--- config.mk ---
export PLATFORM = sky130hd
export DESIGN_NAME = spi_sensor_link
export DESIGN_NICKNAME = d
export VERILOG_FILES = /design/src/rtl/spi_sensor_link.sv
export SDC_FILE = /design/constraint.sdc
export NUM_CORES = 1
export LEC_CHECK = 0
export ABC_AREA = 0
export CAP_MARGIN = 20
export CORE_ASPECT_RATIO = 2
export CORE_UTILIZATION = 40
export CTS_BUF_LIST = sky130_fd_sc_hd__clkbuf_8 sky130_fd_sc_hd__clkbuf_16
export DETAILED_ROUTE_END_ITERATION = 6
export PLACE_DENSITY_LB_ADDON = 0.15
export REMOVE_ABC_BUFFERS = 1
export SYNTH_ARGS = -nofsm -noshare
export SYNTH_HDL_FRONTEND = slang
export SYNTH_SLANG_ARGS = --single-unit
--- constraint.sdc ---
create_clock -name clk -period 3.6 [get_ports clk]
set_input_delay 0.72 -clock clk [delete_from_list [all_inputs] [get_ports clk]]
set_output_delay 0.72 -clock clk [all_outputs]
set_load 0.01 [all_outputs]
--- src/rtl/spi_sensor_link.sv ---
// SPI-slave link: receives NUM_CFG config words, then serves a latched DATA_W-bit channel MSB-first (SPI mode 0).
// Define SPI_SENSOR_LINK_PARITY_EN to append an even-parity bit to every output frame.
module spi_sensor_link #(
  parameter int DATA_W  = 16,
  parameter int NUM_CH  = 3,
  parameter int CFG_W   = 8,
  parameter int NUM_CFG = 4
) (
  input  logic                       clk,
  input  logic                       rst,
  input  logic                       load_en,
  input  logic [$clog2(NUM_CH)-1:0]  ch_sel,
  input  logic [NUM_CH*DATA_W-1:0]   ch_data,
  input  logic                       cfg_rearm,
  input  logic                       sclk,
  input  logic                       ss_n,
  input  logic                       mosi,
  output logic                       miso,
  output logic [NUM_CFG*CFG_W-1:0]   cfg_regs,
  output logic                       configured,
  output logic                       data_ready,
  output logic                       done,
  output logic                       abort
);

`ifdef SPI_SENSOR_LINK_PARITY_EN
  localparam int FRAME_W = DATA_W + 1;
`else
  localparam int FRAME_W = DATA_W;
`endif
  localparam int CW = $clog2(CFG_W + 1);
  localparam int BW = $clog2(FRAME_W + 1);
  localparam int IW = $clog2(NUM_CFG + 1);
  localparam logic [CW-1:0] CFG_LAST   = CW'(CFG_W - 1);
  localparam logic [BW-1:0] FRAME_LAST = BW'(FRAME_W - 1);
  localparam logic [IW-1:0] IDX_LAST   = IW'(NUM_CFG - 1);

  typedef enum logic [1:0] {CFG, IDLE, READY, SHIFT} state_t;

  state_t                     state, state_n;
  logic [2:0]                 sclk_q, ss_q, mosi_q;
  logic [IW-1:0]              idx, idx_n;
  logic [CFG_W-1:0]           cfg_sh, cfg_sh_n;
  logic [CW-1:0]              cfg_cnt, cfg_cnt_n;
  logic [NUM_CFG*CFG_W-1:0]   cfg_regs_n;
  logic                       configured_n, data_ready_n, done_n, abort_n;
  logic [FRAME_W-1:0]         sh, sh_n;
  logic [BW-1:0]              bit_cnt, bit_cnt_n;
  logic [DATA_W-1:0]          sel_word;
  logic [FRAME_W-1:0]         load_word;
  logic [CFG_W-1:0]           cfg_word;
  logic                       ch_ok, sclk_rise, sclk_fall, ss_rise, mosi_s;

  // Index 0/1 form the synchroniser, index 2 is the history flop used for edge detection.
  always_ff @(posedge clk or posedge rst) begin
    if (rst) begin
      sclk_q <= '0;
      ss_q   <= '1;
      mosi_q <= '0;
    end else begin
      sclk_q <= {sclk_q[1:0], sclk};
      ss_q   <= {ss_q[1:0], ss_n};
      mosi_q <= {mosi_q[1:0], mosi};
    end
  end

  assign sclk_rise = sclk_q[1] & ~sclk_q[2] & ~ss_q[1];
  assign sclk_fall = ~sclk_q[1] & sclk_q[2] & ~ss_q[1];
  assign ss_rise   = ss_q[1] & ~ss_q[2];
  // MOSI taken one flop later than sclk so the sampled bit is safely older than the rising edge.
  assign mosi_s    = mosi_q[2];
  assign cfg_word  = {cfg_sh[CFG_W-2:0], mosi_s};
  assign ch_ok     = (32'(ch_sel) < NUM_CH);

  always_comb begin
    sel_word = '0;
    for (int i = 0; i < NUM_CH; i++)
      if (32'(ch_sel) == i) sel_word = ch_data[i*DATA_W +: DATA_W];
  end

`ifdef SPI_SENSOR_LINK_PARITY_EN
  assign load_word = {sel_word, ^sel_word};
`else
  assign load_word = sel_word;
`endif

  always_comb begin
    state_n      = state;
    idx_n        = idx;
    cfg_sh_n     = cfg_sh;
    cfg_cnt_n    = cfg_cnt;
    cfg_regs_n   = cfg_regs;
    configured_n = configured;
    data_ready_n = data_ready;
    done_n       = 1'b0;
    abort_n      = 1'b0;
    sh_n         = sh;
    bit_cnt_n    = bit_cnt;
    if (cfg_rearm) begin
      state_n      = CFG;
      idx_n        = '0;
      cfg_cnt_n    = '0;
      configured_n = 1'b0;
      data_ready_n = 1'b0;
    end else begin
      case (state)
        CFG: begin
          if (ss_rise) begin
            if (cfg_cnt != '0) abort_n = 1'b1;
            cfg_cnt_n = '0;
          end else if (sclk_rise) begin
            cfg_sh_n = cfg_word;
            if (cfg_cnt == CFG_LAST) begin
              cfg_cnt_n = '0;
              for (int i = 0; i < NUM_CFG; i++)
                if (idx == IW'(i)) cfg_regs_n[i*CFG_W +: CFG_W] = cfg_word;
              if (idx == IDX_LAST) begin
                idx_n        = '0;
                configured_n = 1'b1;
                state_n      = IDLE;
              end else begin
                idx_n = idx + 1'b1;
              end
            end else begin
              cfg_cnt_n = cfg_cnt + 1'b1;
            end
          end
        end
        IDLE: begin
          if (load_en && ch_ok) begin
            sh_n         = load_word;
            bit_cnt_n    = '0;
            data_ready_n = 1'b1;
            state_n      = READY;
          end
        end
        READY: begin
          if (ss_rise) begin
            abort_n      = 1'b1;
            data_ready_n = 1'b0;
            state_n      = IDLE;
          end else if (sclk_rise) begin
            bit_cnt_n = BW'(1);
            state_n   = SHIFT;
          end
        end
        SHIFT: begin
          if (ss_rise) begin
            abort_n      = 1'b1;
            data_ready_n = 1'b0;
            state_n      = IDLE;
          end else if (sclk_rise) begin
            if (bit_cnt == FRAME_LAST) begin
              done_n       = 1'b1;
              data_ready_n = 1'b0;
              bit_cnt_n    = '0;
              state_n      = IDLE;
            end else begin
              bit_cnt_n = bit_cnt + 1'b1;
            end
          end else if (sclk_fall) begin
            sh_n = {sh[FRAME_W-2:0], 1'b0};
          end
        end
        default: state_n = CFG;
      endcase
    end
  end

  always_ff @(posedge clk or posedge rst) begin
    if (rst) begin
      state      <= CFG;
      idx        <= '0;
      cfg_sh     <= '0;
      cfg_cnt    <= '0;
      cfg_regs   <= '0;
      configured <= 1'b0;
      data_ready <= 1'b0;
      done       <= 1'b0;
      abort      <= 1'b0;
      sh         <= '0;
      bit_cnt    <= '0;
    end else begin
      state      <= state_n;
      idx        <= idx_n;
      cfg_sh     <= cfg_sh_n;
      cfg_cnt    <= cfg_cnt_n;
      cfg_regs   <= cfg_regs_n;
      configured <= configured_n;
      data_ready <= data_ready_n;
      done       <= done_n;
      abort      <= abort_n;
      sh         <= sh_n;
      bit_cnt    <= bit_cnt_n;
    end
  end

  assign miso = (state == READY || state == SHIFT) ? sh[FRAME_W-1] : 1'b0;

endmodule

Yosys cells after proc, flatten, opt, wreduce, memory -nomap -nowiden
Index checks and enable logic that the tools add are counted.

Bits of input ports: 57. Output and inout bits: 37. Register bits after elaboration: 82.

Muxes and demuxes: 62. $lt $le $gt $ge: 1. Equal/unequal tests: 27. $add $sub $neg: 3. Bitwise logic cells: 11. Reduce and logical (&&, ||, !) cells: 27.

Operators with widths (count): two-way mux 16 bit (7); case mux 16 bit (2 select lines) (1); two-way mux 5 bit (6); AND reduction 6 bit (5); two-way mux 1 bit (22); two-way mux 2 bit (11); two-way mux 4 bit (5); two-way mux 3 bit (6); inequality test 3 bit, second input constant (6); inequality test 2 bit, second input constant (8); case mux 5 bit (3 select lines) (1); inequality test 4 bit, second input constant (3); AND reduction 5 bit (2); nonzero test 2 bit (5); case mux 2 bit (4 select lines) (1); AND reduction 4 bit (2); AND reduction 8 bit (1); nonzero test 4 bit (2); AND reduction 7 bit (1); == test 2 bit, second input constant (3); == test 3 x 2 -> 1 bit, second input constant (2); NOT 1 bit (6); nonzero test 3 bit (2); adder 5 x 1 -> 5 bit, second input constant (1); other kinds (16) (22).

Depth between registers and ports, before layout
Word-level depth: 7. Mapped depth: 7. Gate-level depth less buffers: 6.

Worst setup path before layout
Ideal clock, no wire load.

Path kind: input to register. Start: input ch_sel[0]. End: register data_ready. Arrival: 1.822 ns. Cell stages on the path: 5. Path slack: 1.659 ns. Setup time: 0.119 ns. Path buffers: 1. Cells stage by stage: buf_2 -> a21boi_1 -> nor3_1 -> or4_1 -> o21a_1.

Longest elaborated chain between the ends: 4.

Ends and longest elaborated chain: start: declaration (RTL line 12) `input logic [$clog2(NUM_CH)-1:0] ch_sel,`; < comparator 2 bit (RTL line 73) `assign ch_ok = (32'(ch_sel) < NUM_CH);`; logical AND 1 bit (RTL line 130) `if (load_en && ch_ok) begin`; inequality test 3 bit (no source line); AND reduction 5 bit (no source line); end signal: assignment (RTL line 190) `data_ready <= data_ready_n;`; end: declaration (RTL line 21) `output logic data_ready,`.

No other way between the ends. A chain may end at the register's enable or synchronous reset.

Final worst setup path
Start: register state[0]. End: output miso.

Longest elaborated chain between the ends: 3. Elaborated cells between the ends (all ways): 4.

Ends and longest elaborated chain: start: declaration (RTL line 40) `state_t state, state_n;`; start signal: assignment (RTL line 184) `state <= state_n;`; == test 2 bit (RTL line 198) `assign miso = (state == READY || state == SHIFT) ? sh[FRAME_W-1] : 1'b0;`; logical OR 1 bit (*) (RTL line 198); two-way mux 1 bit (*) (RTL line 198); end: declaration (RTL line 18) `output logic miso,`.

Mark *: on every way between the ends. The rest lies on a longest branch, timed or not.

==> results.py <==
metrics = {
    "power": {
        "p_leak_uw": 0.00249,
        "irDropWorstVdd_mv": 0.315,
        "power_uw": 2670,
        "p_per_area_nw_per_um2": 485,
    },
    "synth": {
        "netlist_area_sq_um": 4130,
        "ys_ff_latch": 82,
        "async_flop_share_pct": 100,
        "synth_edf_count": 0,
        "syn-instance-count": 349,
        "ys_seq_area_share_pct": 49.7,
        "synthTopCellsByArea": "dfrtp_1 (48%), mux2_4 (8.7%), mux2i_1 (4.6%), mux2_2 (4.1%), nor2_1 (3.9%)",
        "ys.flop_type": "dfrtp_1",
        "synth_top_cell_by_area": "dfrtp_1",
        "synth_common_cells": "dfrtp_1 (79), nor2_1 (43), nand2_1 (26)",
        "postSynthAreaPerCell_sq_um": 11.8,
        "yosysMostFrequentCell": "dfrtp_1",
        "synth_top_area_share_pct": 47.8,
        "synth.distinct_cells": 57,
        "ys_warn_count": 0,
    },
    "floorplanning": {
        "initial_utilization_pct": 41.0,
        "dieHeight_um": 146,
        "row_count": 52,
        "die_w_um": 73.9,
        "die-area_sq_um": 10800,
        "io-pin-count": 94,
        "placeableCoreArea_sq_um": 10100,
    },
    "routing": {
        "avgViaCountPerCell": 5.01,
        "drt_first_pass_iters": 4,
        "wire_per_inst_um": 14.2,
        "drcViolationCount": 0,
        "routed_wl_um": 8330,
        "drt_iter0_markers": 86,
        "ant_nets": 0,
        "vias": 2942,
    },
    "clock_network": {
        "cts_tree": "built",
        "hold_buffers": 0,
        "htreeDepth": 3,
        "path_clk_slew_ns": 0.06,
        "cts.sinks": 82,
        "clockBufferDepth": 2,
        "clk_latency_ns": 0.33,
        "cts_resized": 0,
        "cts_made_buffers": 9,
        "clockRootBuffer": "clkbuf_16",
        "postCtsSetupRepairBufs": 0,
    },
    "finish": {
        "fin_util_pct": 54.6,
        "nNetsFinal": 516,
        "syn2layout_area_growth_pct": 33.3,
        "antenna_cells": 0,
        "drive_gt1_share_pct": 18.4,
    },
    "timing": {
        "finalCritPeriodShare_pct": 77.8,
        "slew_headroom_pct": 28.8,
        "fin_tns_setup_ns": 0,
        "setup_viol": 0,
        "tightest_slew_ns": 1.07,
        "fmax_ghz": 0.357,
        "fin_worst_skew_ns": 0.00542,
        "rsz0062_at_grt": "no",
        "drv_slew": 0,
        "holdWs_ns": 0.354,
        "post-route-min-period_ns": 2.80,
        "final_hold_viol_count": 0,
    },
    "placed_design": {
        "place_congestion": 0.797,
        "hpwl_um": 6590,
        "port_buffers": 93,
    },
    "run": {
        "cap_violations": 0,
    },
    "grt": {
        "grt_first_pass_wirelength_um": 14600,
        "grt_usage_pct": 17.5,
        "first_global_vias": 3026,
        "grt_max_degree": 33,
        "overflow": 0,
        "grt_antenna_before_repair": 0,
    },
    "critical_path": {
        "critPathKind": "register to output port",
        "timing.rr.start": "state[0]",
        "cp_max_fo": 4,
        "start_kind": "register",
        "end_kind": "output port",
        "critPathArrivalTime_ns": 2.08,
        "worstReg2RegEnd": "state[0]",
        "ff2ff_setup_slack_ns": 1.52,
        "cp_data_required_time_ns": 2.88,
        "ff2ff_path_depth": 7,
    },
    "min_path": {
        "min_path_cells": 0,
        "hold_start": "sclk_q[0]",
        "hp-class": "register to register",
        "min_to": "sclk_q[1]",
    },
    "status": {
        "status": "finished, final reports clean",
    },
}
registers in the layout, summed over array words and instances (netlist names):
| register | count |
|---|---|
| configured | 1 |
| done | 1 |
| cfg_regs | 32 |
| idx | 3 |
| cfg_cnt | 4 |
| bit_cnt | 5 |
| mosi_q | 3 |
| data_ready | 1 |
| abort | 1 |
| cfg_sh | 7 |
| state | 2 |
| sclk_q | 3 |
| sh | 16 |
| ss_q | 3 |
how the worst max path moves through the flow:
stage	from	to	slack (ns)	cells after the start
after floorplan	rst	abort	0.78	1
after CTS	state[0]	miso	0.77	5
after global routing	state[0]	miso	0.68	5
final	state[0]	miso	0.80	5
after detailed placement	ch_sel[1]	sh[13]	0.75	4
after global placement	ch_sel[1]	sh[15]	0.73	4
critical path, cell delays in order (launching register included):
cell	delay, ns
dfrtp_1	0.40
inv_1	0.10
ha_1	0.24
or2_2	0.35
and2_1	0.18
clkdlybuf4s50_1	0.49
per-layer routing:
metal / vias up / share of wire (%) / wire length, um / global-route usage, %
li1: 1438 / - / - / -
met1: 1405 / 36 / 2970 / 18.0
met2: 93 / 59 / 4930 / 33.1
met3: 6 / 3.9 / 326 / 4.09
met4: 0 / 1.2 / 102 / 6.06
met5: - / 0 / 0 / 0
through the flow:
step / worst slack [ns] / cells / cell area (sq um)
2_1_floorplan: 0.777 / 335 / 4060
3_3_place_gp: 0.729 / 571 / 5230
3_5_place_dp: 0.750 / 571 / 5230
4_1_cts: 0.774 / 587 / 5510
5_1_grt: 0.685 / 587 / 5510
6_report: 0.799 / 587 / 5510
report_power, final:
group	switching [uW]	total [uW]	leakage, uW	internal, uW
clock network	386	862	0.000127	476
logic	359	660	0.00127	302
registers	98.5	1150	0.00109	1050
total	843	2670	0.00249	1830
kinds of logic after synthesis:
group	synth area share (%)
AOI/OAI and AO/OA	11.7
xor gates and xnor gates	0.212
adders and majority gates	3.63
buffers and inverters	3.09
DFF	49.7
muxes	17.7
and+or+nand+nor	13.9
final cells by class:
type | instances | area (sq um)
Fill cell | 906 | 4580
Sequential cell | 82 | 2060
Multi-Input combinational cell | 239 | 1960
Timing Repair Buffer | 101 | 991
Clock buffer | 9 | 225
Tap cell | 135 | 169
Clock inverter | 7 | 58.8
Inverter | 14 | 53.8
cell usage in the layout, fill, tap and decap left out, types with 2 or more instances in the layout:
cell             netlist  routed
o31ai_1               16      16
mux2_2                15      15
nor2b_1                3       3
ha_1                  12      12
a31oi_1                3       3
dfstp_2                3       3
clkbuf_16              0       9
a2111oi_4              2       2
clkinvlp_4             0       4
inv_6                  0       2
nand3_1                5       5
nor4_1                 3       3
o21a_1                 4       4
mux2_4                24      24
dfrtp_1               79      79
buf_4                  0       8
nor3_1                 3       3
nor2_1                43      43
inv_1                 12      11
a21oi_1                4       4
o2bb2ai_1              2       2
nand2b_1               2       2
nand2_1               26      26
mux2i_1               19      19
nand2_8                3       3
clkdlybuf4s50_1        0      93
o21ai_0                6       6
a211oi_1              15      15
clkinv_1               2       2
Power figures use the tool's default switching activity.
